==> config.mk <==
export PLATFORM = sky130hd
export DESIGN_NAME = reg_dump_reader
export DESIGN_NICKNAME = d
export VERILOG_FILES = /design/src/rtl/reg_dump_reader.sv
export SDC_FILE = /design/constraint.sdc
export NUM_CORES = 1
export LEC_CHECK = 0
export ABC_AREA = 1
export CAP_MARGIN = 10
export CORE_MARGIN = 3
export CORE_UTILIZATION = 38
export DETAILED_ROUTE_END_ITERATION = 16
export GPL_TIMING_DRIVEN = 0
export PLACE_DENSITY = 0.8
export SYNTH_ARGS = -nofsm -noshare
export SYNTH_HDL_FRONTEND = slang
export SYNTH_SLANG_ARGS = --single-unit
==> constraint.sdc <==
create_clock -name clock -period 1.41 [get_ports clock]
set_input_delay 0.282 -clock clock [delete_from_list [all_inputs] [get_ports clock]]
set_output_delay 0.282 -clock clock [all_outputs]
set_load 0.01 [all_outputs]
==> src/rtl/reg_dump_reader.sv <==
// ============================================================================
//  Module      : reg_dump_reader
//  Description : Debug reader for the CPU register file. On a start pulse it
//                walks register indices FIRST_REG..LAST_REG through the
//                register file's combinational second read port, captures
//                each word and presents it downstream on a valid/ready
//                handshake. Optional XOR checksum of accepted words is built
//                when the macro REG_DUMP_CHECKSUM_EN is defined; otherwise
//                the checksum output is tied to zero.
//  Revision    : 1.0 - initial release
// ============================================================================
`default_nettype none

module reg_dump_reader #(
    parameter int FIRST_REG  = 0,
    parameter int LAST_REG   = 31,
    parameter int DATA_WIDTH = 32
) (
    input  logic                  clock,
    input  logic                  reset,
    input  logic                  start,
    input  logic                  abort,
    output logic [4:0]            readRegister,
    input  logic [DATA_WIDTH-1:0] readData,
    output logic                  dumpValid,
    input  logic                  dumpReady,
    output logic [4:0]            dumpIndex,
    output logic [DATA_WIDTH-1:0] dumpData,
    output logic                  busy,
    output logic                  done,
    output logic [DATA_WIDTH-1:0] checksum
);

    localparam logic [4:0] c_FIRST = FIRST_REG[4:0];
    localparam logic [4:0] c_LAST  = LAST_REG[4:0];

    typedef enum logic [1:0] {
        S_IDLE = 2'd0,
        S_READ = 2'd1,
        S_HOLD = 2'd2,
        S_DONE = 2'd3
    } state_t;

    state_t                r_state;
    state_t                w_next;
    logic [4:0]            r_index;
    logic                  r_dump_valid;
    logic [4:0]            r_dump_index;
    logic [DATA_WIDTH-1:0] r_dump_data;

    logic w_start;
    logic w_abort;
    logic w_accept;
    logic w_last;

    // A dump only begins from IDLE; abort is meaningful only while busy and
    // overrides a handshake landing on the same edge.
    assign w_start  = (r_state == S_IDLE) && start;
    assign w_abort  = (r_state != S_IDLE) && abort;
    assign w_accept = (r_state == S_HOLD) && dumpReady && !abort;
    assign w_last   = (r_index == c_LAST);

    // State register.
    always_ff @(posedge clock) begin
        if (reset) begin
            r_state <= S_IDLE;
        end else begin
            r_state <= w_next;
        end
    end

    // Next-state selection; abort forces IDLE from any active state.
    always_comb begin
        w_next = r_state;
        case (r_state)
            S_IDLE:  if (start) w_next = S_READ;
            S_READ:  w_next = S_HOLD;
            S_HOLD:  if (dumpReady) w_next = w_last ? S_DONE : S_READ;
            S_DONE:  w_next = S_IDLE;
            default: w_next = S_IDLE;
        endcase
        if (w_abort) begin
            w_next = S_IDLE;
        end
    end

    // Index walk and capture of the read-port word into the output holding
    // registers. The index register also drives the read port, so the port
    // keeps showing the last index once the walk leaves READ.
    always_ff @(posedge clock) begin
        if (reset) begin
            r_index      <= 5'd0;
            r_dump_valid <= 1'b0;
            r_dump_index <= 5'd0;
            r_dump_data  <= '0;
        end else begin
            if (w_start) begin
                r_index <= c_FIRST;
            end
            if ((r_state == S_READ) && !abort) begin
                r_dump_data  <= readData;
                r_dump_index <= r_index;
                r_dump_valid <= 1'b1;
            end
            if (w_accept) begin
                r_dump_valid <= 1'b0;
                if (!w_last) begin
                    r_index <= r_index + 5'd1;
                end
            end
            if (w_abort) begin
                r_dump_valid <= 1'b0;
            end
        end
    end

`ifdef REG_DUMP_CHECKSUM_EN
    logic [DATA_WIDTH-1:0] r_checksum;

    // Running XOR of accepted words, cleared when a new dump starts.
    always_ff @(posedge clock) begin
        if (reset) begin
            r_checksum <= '0;
        end else if (w_start) begin
            r_checksum <= '0;
        end else if (w_accept) begin
            r_checksum <= r_checksum ^ r_dump_data;
        end
    end

    assign checksum = r_checksum;
`else
    assign checksum = '0;
`endif

    assign readRegister = r_index;
    assign dumpValid    = r_dump_valid;
    assign dumpIndex    = r_dump_index;
    assign dumpData     = r_dump_data;
    assign busy         = (r_state != S_IDLE);
    assign done         = (r_state == S_DONE);

endmodule

`default_nettype wire

Yosys cells after proc, flatten, opt, wreduce, memory -nomap -nowiden
Index checks and enable logic that the tools add are counted.

Output and inout port bits: 77. Input port bits: 37. Word-level logic and storage cells: 30. Register bits after elaboration: 45.

Add/sub/neg operators: 1. Reduce and logical (&&, ||, !) cells: 11. Equal/unequal tests: 6. Mux-type cells: 7.

Operators by type and width (number): two-way mux 5 bit (3); case mux 2 bit (4 select lines) (1); two-way mux 2 bit (3); adder 5 x 1 -> 5 bit (second input constant) (1); == test 5 bit (second input constant) (1); logical AND 1 bit (5); == test 2 bit (second input constant) (2); inequality test 2 bit (second input constant) (2); OR reduction 3 bit (1); == test 2 x 1 -> 1 bit (second input constant) (1); zero test 2 bit (1); AND reduction 2 bit (1); nonzero test 2 bit (1); OR reduction 2 bit (1); zero test 1 bit (1).

Logic depth before layout (Yosys ltp)
Word-level depth: 5. Mapped depth: 9. Mapped depth without buffers: 9.

Worst setup path before layout
OpenSTA, ideal clock, no wires.

Path type: flip-flop to flip-flop. Start point: register r_index[0] (netlist: readRegister[0]). End point: register r_index[3] (netlist: readRegister[3]). Required time: 1.293 ns. Slack: 0.063 ns. Clock period less this slack: 1.347 ns. Setup time: 0.117 ns. Cell stages (with the launch flop): 10. Buffers on the path: 0. Data arrival time: 1.230 ns. Cells stage by stage: dfxtp_1 > ha_1 > nand2_1 > nor2_1 > ha_1 > inv_1 > nand2_1 > nor2_1 > nor2_1 > nor2_1.

Cells in the longest elaborated chain, start to end: 3. Elaborated cells on any way between the ends: 4. Classes of those cells: add/sub (1); eq/ne (1); mux (2).

Ends and longest elaborated chain: from (decl) (RTL line 46) `logic [4:0] r_index;`; from (signal assigned) (RTL line 98) `r_index <= c_FIRST;`; from (signal assigned) (RTL line 108) `r_index <= r_index + 5'd1;`; adder 5 x 1 -> 5 bit or == test 5 bit (tied branches) (RTL line 108, 61); two-way mux 5 bit (*) (RTL line 107) `if (!w_last) begin`; two-way mux 5 bit (*) (RTL line 105) `if (w_accept) begin`.

Mark *: on every way between the ends. The rest lies on a longest branch, timed or not. A chain may end at the register's enable or synchronous reset.

Worst setup path after layout
Start point: register r_index[1] (netlist: readRegister[1]). End point: output readRegister[1].

RTL lines: to (decl) (RTL line 23) `output logic [4:0] readRegister,`.

No word-level cell between the ends.

==> results by group <==
CTS
  • Worst skew pair latency: around 300 ps
  • CTS Buffer Depth: 2
  • TritonCTS clock tree: built
  • H-tree depth: 2
  • Num CTS Buffers: 5
  • Clk sinks: 45
  • CTS Root Cell: clkbuf_8
  • Clock transition at path regs: 90 ps

Global routing
  • Total track usage: 15.9%
  • Number of global-route vias before repair: 1761
  • Largest net degree at the start of global routing: 15
  • Global route total overflow: 0
  • First-pass GRT wire length: 7980 µm
  • Initial antenna violation count: 0

Setup path
  • Reg2reg end: readRegister[1]$_SDFF_PP0_
  • Worst path depth: 2
  • Critical path cell sequence: buf_4, dlygate4sd2_1
  • CP max-delay cell: dfxtp_4
  • Buffers and inverters on the worst path: 2
  • Flop2flop setup slack: ~90 ps
  • Critical path origin: readRegister[1]$_SDFF_PP0_
  • Critical path class: reg -> out
  • RR Startpoint: readRegister[1]$_SDFF_PP0_
  • R2R cell count: 9
  • Top Family by Delay on Critical Path: buffers and inverters
  • Critical path's largest stage delay: roughly 360 ps
  • Critical path arrival: 1070 ps
  • Max FO, Critical Path: 4
  • Critical path launch point type: flip-flop
  • Critical path data required time: ~1100 ps
  • Crit. End Element: output port
  • Critical Path Sink: readRegister[1]

Pwr
  • Leakage: 1.55 nW
  • Clock share of power: 37.4%
  • Switching Fraction: a little under a quarter
  • Gate power share: 17.6%
  • Reg power frac: 45.0%
  • Psw: between 700 and 800 µW
  • Maximum VDD drop: 0.000478 V
  • Internal Dissipation: 2.33 mW
  • PD cells: around 970 nW/µm²

Timing
  • Final hold vios: 0
  • Fmax: 739 MHz
  • Setup TNS: 0 ps
  • Clock Skew: 4.65 ps
  • Slew Viols, Final: 0
  • Final-report setup violation count: 0
  • Final worst-path cycle share: 96.0%
  • Final WS setup: 57.0 ps
  • Minimum clock period after layout: 1350 ps

Final layout
  • Area grow syn2layout: 56.6%
  • Leading cell type in the layout, fill and taps excluded: inv_1
  • Most frequent cells in the layout: inv_1 (45), dlygate4sd2_1 (44), a21oi_1 (40)
  • Ant. Diodes: 0
  • Layout cells sized above 1: 17.4%
  • Nets: 423

Floorplanning
  • Starting Density: 41.1%
  • Die height: roughly 79 µm
  • # rows: 25
  • Core Region: approximately 5000 µm²
  • Die area: 6220 µm²
  • Chip Width: 78.9 µm
  • I/O Pins: 114

Placement
  • IO buf count: 81
  • Setup slack at placement: -203 ps
  • Final HPWL DP: roughly 3900 µm
  • GPL Wtd Cong: ~0.87

Run
  • Max_cap viols: 0

Run status
  • Status: finished clean

Logic synthesis
  • Sequential fraction of the synthesis area: 44.7%
  • Synth Area per Inst: 7.70 µm²
  • Post-synthesis register bit count: 45
  • Synthesis Warnings: 0
  • Synth Cell Area: 2020 µm²
  • Unique masters post-synth: 21
  • Syn Inst Count: roughly 260

Detailed routing
  • Routed WL: about 5000 µm
  • Via count: about 1900
  • TritonRoute pass-1 iters: 4
  • Vias/cell: approximately 4.3
  • WL/cell: between 10 and 15 µm
  • DRC errors left: 0
  • Iter 0 DRT Violations: 61
  • Routed Antenna Nets: 0

Worst hold path
  • Worst min path class: reg -> reg
-- how the worst min path moves through the flow --
| stage | depth (start not counted) | endpoint | from |
|---|---|---|---|
| 5_1_grt | 2 | dumpData[3]$_SDFFE_PP0P_ | dumpData[3]$_SDFFE_PP0P_ |
| 3_3_place_gp | 2 | dumpData[23]$_SDFFE_PP0P_ | dumpData[23]$_SDFFE_PP0P_ |
| 3_5_place_dp | 2 | dumpData[14]$_SDFFE_PP0P_ | dumpData[14]$_SDFFE_PP0P_ |
| 2_1_floorplan | 1 | readRegister[0]$_SDFF_PP0_ | reset |
| 4_1_cts | 2 | dumpData[14]$_SDFFE_PP0P_ | dumpData[14]$_SDFFE_PP0P_ |
| 6_report | 2 | dumpData[14]$_SDFFE_PP0P_ | dumpData[14]$_SDFFE_PP0P_ |
-- worst register-to-register path, cell delays in order (launching register included) --
cell and delay [ps]:
dfxtp_4 360, ha_2 180, nand2_2 50, nor2_1 110, ha_2 210, inv_4 50, nand2_4 90, nand2_1 60
nand2_1 60, nor2_1 40
-- metal layers --
layer  GRT usage [%]  vias up  wire length [µm]  part of all wire [%]
met5               0        -                 0                     0
met4            5.33        0               103                   2.1
met3            3.85        9               399                   8.0
met2            27.9       74              2460                    49
met1            19.0      836              2040                    41
li1                -     1005                 -                     -
-- power groups by stage --
stage,Clock (mW),Combinational (mW),Sequential (mW)
finish,1.14,0.540,1.38
global route,1.25,0.595,1.39
CTS,1.17,0.541,1.38
detailed placement,0,0.585,1.42
global placement,0,0.578,1.41
floorplan,0,0.264,1.44
-- cell usage after synthesis (all sizes together) --
library cell	number	area (µm²)
inv	46	173
dfxtp	45	901
buf	41	303
a21oi	40	200
o21ai	39	195
nand2	22	90.1
nor2	15	63.8
nand3	6	35.0
clkbuf	3	12.5
ha	2	25.0
conb	1	3.75
nand3b	1	7.51
nor3b	1	7.51
-- area by class of cell --
class | instances | area [µm²]
buffer | 44 | 315
clock buffer | 5 | 68.8
clock inverter | 3 | 65.1
fill | 476 | 1750
inverter | 46 | 175
multi-input combinational | 158 | 759
sequential | 45 | 918
tap | 67 | 83.8
timing repair buffer | 84 | 773
-- metrics by stage --
stage	std cells	util (%)	hold slack (ps)	cell area (µm²)	power, mW
floorplan	293	-	354	2130	1.71
global placement	441	61.7	431	3030	1.99
detailed placement	441	61.7	434	3030	2.00
CTS	449	63.7	445	3130	3.09
global route	452	64.3	463	3160	3.24
finish	452	64.3	441	3160	3.06
-- timing repair --
item	in CTS	in global routing
hold buffers	0	0
pin swaps	1	3
endpoints found under the setup margin	51	7
resized for setup	57	7
buffers inserted	0	3
-- registers in the layout, summed over array words and instances, names as in the netlist --
register      flops
dumpData         32
dumpIndex         5
dumpValid         1
r_state           2
readRegister      5
-- kinds of logic after synthesis --
kind of cell	count (synthesis)	share of synthesized area, %
AND/OR/NAND/NOR	45	10.1
buffers and inverters	90	24.2
flip-flops	45	44.7
AO/OA/AOI/OAI	79	19.6
other	1	0.186
adder cells (fa/ha/maj)	2	1.24
(Power assumes the default switching activity.)
==> RTL change 1: new RTL, config.mk and constraints unchanged <==
Set the parameter `LAST_REG` to 15 (it was 31).
--- a/src/rtl/reg_dump_reader.sv
+++ b/src/rtl/reg_dump_reader.sv
@@ -13,7 +13,7 @@
 
 module reg_dump_reader #(
     parameter int FIRST_REG  = 0,
-    parameter int LAST_REG   = 31,
+    parameter int LAST_REG   = 15,
     parameter int DATA_WIDTH = 32
 ) (
     input  logic                  clock,
Check against the original RTL: same outputs for any inputs over 10 cycles, from zero or initial values and one cycle with reset high; that may be too few to reach the edited logic, so the function may still have changed.
==> RTL change 1 against the original RTL <==
  * Final area down 1.2%
  * Die area up 2.0%
  * Critical path depth up 2
  * Global-route usage down 0.41 points
  * Highest routed layer unchanged
  * Routed wire length down 2.2%
  * Sequential cell count unchanged
  * Critical path type unchanged
  * Power down 11%
  * Largest cell class unchanged
  * Synthesized area up 2.2%
  * Worst setup slack better by 0.048 ns
==> RTL change 1: results (changes against the original RTL) <==
compound-gate portion of the synthesized area=20.1% (was 19.6%); fillers=507 (was 476); RR Startpoint=readRegister[0] (was readRegister[1]); ratio of cells with drive above 1 in the final layout=18.6% (was 17.4%); Adder-Cell Fraction of Synth Area=0.607% (was 1.24%); end of the worst register-to-register path=readRegister[0] (was readRegister[1]); Final HPWL DP=3770 um (was 3940 um); multi-input combinational area share=23.9% (was 24.0%); largest net degree at the start of global routing=20 (was 15); Worst VDD drop=0.000530 V (was 0.000478 V); vias in the first global route=1,740 (was 1,761); top cells by area, synth=dfxtp_1, buf_4, a21oi_1 (unchanged); Slowest-stage cell, CP=dfxtp_2 (was dfxtp_4); first-pass GRT wire length=7810 um (was 7980 um); GP Congestion=0.785 (was 0.866); Synth Area in XOR/XNOR=0.425% (was 0%); DP Worst Slack=-0.298 ns (was -0.203 ns); Vias=1,903 (was 1,924); Post-CTS Setup Repair Bufs=1 (was 0); WL/cell=10.8 um (was 11.1 um); comb_multi_in=155 (was 158); post-synthesis sequential area ratio=43.7% (was 44.7%); bufs w/o clock=126 (was 128); Hold Crit Start=dumpData[0] (was dumpData[14]); Layout Skew=0.00320 ns (was 0.00465 ns); Async SR Flop Fraction=0% (unchanged); Worst Reg-to-Reg Cells=6 (was 9); # clk buffers=6 (was 5); LEAKAGE=1.54 nW (was 1.55 nW); Seq. cell area=908 um^2 (was 918 um^2); 1st-iter DRT viols=46 (was 61); max incr delay on CP=0.32 ns (was 0.36 ns); worst hold endpoint=dumpData[0] (was dumpData[14]); status=finished clean (unchanged); Clock buf/inv share=2.89% (was 4.24%); Inverters=49 (was 46); Total GRT Usage=15.5% (was 15.9%); prevailing post-synth register cell=dfxtp_1 (unchanged); reg-to-reg slack, setup=0.22 ns (was 0.09 ns); Final #Nets=420 (was 423); Yosys cell types=25 (was 21); most frequent cells after synthesis=inv_1, dfxtp_1, a21oi_1 (unchanged); placed insts=445 (was 441); hold slack=0.441 ns (about the same); CP Data Arrival Time=1.02 ns (was 1.07 ns); max reg flops=32 (unchanged); area share of buffers outside the clock network=35.4% (was 34.5%)
-- RTL change 1: cell types whose count changed after synthesis, moves of 2 or more --
cell	unedited run	this run
nand4_1	0	2
o21ai_0	26	37
buf_2	5	3
nand2_2	0	4
o21ai_1	13	0
a21oi_2	0	2
inv_1	46	48
nor2_1	14	10
nand2_1	21	16
-- RTL change 1: layer usage --
layer,vias up,routed length [um],global-route usage (%)
li1,1001,-,-
met1,839,2060,18.4
met2,61,2410,27.0
met3,2,391,4.63
met4,0,25,4.47
met5,-,0,0
-- RTL change 1: worst max-delay path by stage --
stage / startpoint / to / slack, ns / cells past startpoint
2_1_floorplan: readRegister[0] / readRegister[1] / 0.24 / 6
3_3_place_gp: reset / dumpData[4] / -0.25 / 6
3_5_place_dp: reset / dumpData[10] / -0.30 / 6
4_1_cts: r_state[0] / busy / 0.002 / 4
5_1_grt: abort / dumpIndex[1] / 0.02 / 6
6_report: r_state[0] / busy / 0.11 / 4
-- RTL change 1: report_power, final --
| part | leakage (nW) | switching (mW) | internal [mW] | total (mW) |
|---|---|---|---|---|
| registers | 0.369 | 0.0349 | 1.34 | 1.38 |
| logic | 1.13 | 0.260 | 0.294 | 0.554 |
| clock network | 0.0433 | 0.409 | 0.387 | 0.796 |
| total | 1.54 | 0.704 | 2.02 | 2.73 |
-- RTL change 1: through the flow --
| stage | TNS, ns | area (um^2) | power [mW] |
|---|---|---|---|
| after floorplan | 0 | 2180 | 1.72 |
| after global placement | -7.37 | 3080 | 2.00 |
| after detailed placement | -7.98 | 3080 | 2.01 |
| after CTS | 0 | 3120 | 2.76 |
| after global routing | 0 | 3120 | 2.88 |
| final | 0 | 3120 | 2.73 |
==> RTL change 2: new RTL, same flow settings <==
Made on the original files. Encoding of `state_t`: now one-hot (4 bits for 4 states).
--- a/src/rtl/reg_dump_reader.sv
+++ b/src/rtl/reg_dump_reader.sv
@@ -34,11 +34,11 @@
     localparam logic [4:0] c_FIRST = FIRST_REG[4:0];
     localparam logic [4:0] c_LAST  = LAST_REG[4:0];
 
-    typedef enum logic [1:0] {
-        S_IDLE = 2'd0,
-        S_READ = 2'd1,
-        S_HOLD = 2'd2,
-        S_DONE = 2'd3
+    typedef enum logic [3:0] {
+        S_IDLE = 4'b0001,
+        S_READ = 4'b0010,
+        S_HOLD = 4'b0100,
+        S_DONE = 4'b1000
     } state_t;
 
     state_t                r_state;
Check against the original RTL: same outputs for any inputs over 10 cycles, from zero or initial values and one cycle with reset high; not proved beyond that.
==> RTL change 2 against the original RTL <==
  * Worst setup slack better by 0.0077 ns
  * Final cell count is 7.5% higher
  * Synthesized area is 8.9% higher
  * Final area is 6.2% higher
  * Sequential cell count is 2 higher
  * Routed wire length is 14% higher
  * Power is 1.2% higher
  * Count of clock-buffer cells in the layout is 1 higher
  * Critical endpoint is now readRegister[0]
  * Largest cell class unchanged
  * Highest routed layer unchanged
==> RTL change 2: results (changes against the original RTL) <==
status=finished clean (unchanged); vias in the first global route=1,920 (was 1,761); prevailing post-synth register cell=dfxtp_1 (unchanged); Total GRT Usage=16.2% (was 15.9%); Avg Vias per Cell=4.42 (was 4.26); CP Data Arrival Time=about 1.1 ns; Clock transition at path regs=about 0.08 ns; LEAKAGE=1.62 nW (was 1.55 nW); Syn Area/Cell=7.63 um^2 (was 7.70 um^2); worst min path class=flop to flop (unchanged); DP Worst Slack=-0.242 ns (was -0.203 ns); diode count=0 (unchanged); Clock Latency Late Sink=around 0.29 ns; Slowest-stage cell, CP=dfxtp_4 (unchanged); yosys warns=0 (unchanged); input/output buffers=81 (unchanged); top cells by area, synth=dfxtp_1, buf_4, a21oi_1 (unchanged); GP Congestion=0.834 (was 0.866); Layout Skew=0.00665 ns (was 0.00465 ns); Final #Nets=454 (was 423); Clock Tree Root=clkbuf_8 (unchanged); delay-heaviest family, CP=buffers and inverters (unchanged); drt pass-1 iters=4 (unchanged); post-synthesis sequential area ratio=42.8% (was 44.7%); DP Area=0.00322 mm^2 (was 0.00303 mm^2); largest net degree at the start of global routing=14 (was 15); fillers=529 (was 476); Worst VDD drop=0.000583 V (was 0.000478 V); initial antenna violation count=0 (unchanged); ratio of cells with drive above 1 in the final layout=20.3% (was 17.4%); Final HPWL DP=4370 um (was 3940 um); most frequent cells after synthesis=inv_1, dfxtp_1, a21oi_1 (unchanged); number of buffers created by CTS=5 (unchanged); CP max FO=4 (unchanged); first-pass GRT wire length=8510 um (was 7980 um); fin cells=486 (was 452); Clock Tree Buf Depth=2 (unchanged); Yosys cell types=25 (was 21); Layout area overhead=52.7% (was 56.6%); Async SR Flop Fraction=0% (unchanged); max reg flops=32 (unchanged); 1st-iter DRT viols=77 (was 61); placed insts=472 (was 441); max incr delay on CP=about 0.37 ns; sw power=913 uW (was 735 uW); final WL=5710 um (was 5000 um); H-tree levels=2 (unchanged)
[RTL change 2: cell count changes after synthesis, sizes merged, moves of 3 or more]
cell / change
nand3: +6
buf: -4
inv: +4
nor2: +5
nand4: +3
clkbuf: +4
[RTL change 2: cells by family (layout without fill, tap and decap cells)]
family,count (synthesis),count (layout),synth area share (%)
flops,47,47,42.8
simple gates,63,63,13.2
xor+xnor,1,1,0.399
other cells,1,32,0.171
buf+inv,95,190,23.6
compound gates,78,78,18.1
fa+ha+maj,3,3,1.71
[RTL change 2: worst paths after layout]
path / startpoint / endpoint / slack, ns / depth (start not counted)
setup / recovery: readRegister[0] / readRegister[0] / 0.06 / 2
hold / removal: dumpData[17] / dumpData[17] / 0.45 / 2
setup reg to reg: readRegister[1] / readRegister[2] / 0.07 / 9
hold reg to reg: dumpData[17] / dumpData[17] / 0.45 / 2
[RTL change 2: timing repair]
item	4_1_cts	5_1_grt
gates resized for setup	59	23
cloned	0	0
pin swaps	0	5
endpoints found under the setup margin	48	19
setup buffers	0	7
[RTL change 2: power by group through the flow]
stage | sequential (mW) | clock [mW] | combinational, mW
floorplan | 1.55 | 0 | 0.412
CTS | 1.49 | 0.828 | 0.782
finish | 1.50 | 0.810 | 0.797
global route | 1.51 | 0.878 | 0.876
detailed placement | 1.52 | 0 | 0.833
global placement | 1.51 | 0 | 0.812
[RTL change 2: cell type report]
cell class,instances,share of cell area (%)
plain buffers,44,9.81
clock buffers,6,2.46
clock inverters,1,0.149
inverters,51,5.78
multi-input cells,177,26.8
flip-flops and latches,47,28.5
well taps,72,2.69
repair buffers,88,23.8
[RTL change 2: per-layer routing]
layer	global-route usage (%)	routed length, um	vias up
met5	0	0	-
met4	4.15	36	0
met3	4.71	532	4
met2	29.2	2890	80
met1	18.6	2260	971
li1	-	-	1095
[RTL change 2: worst min-delay path, stage by stage (launching register included)]
cell and delay (ns):
dfxtp_1 0.31, inv_1 0.04, a21oi_1 0.05
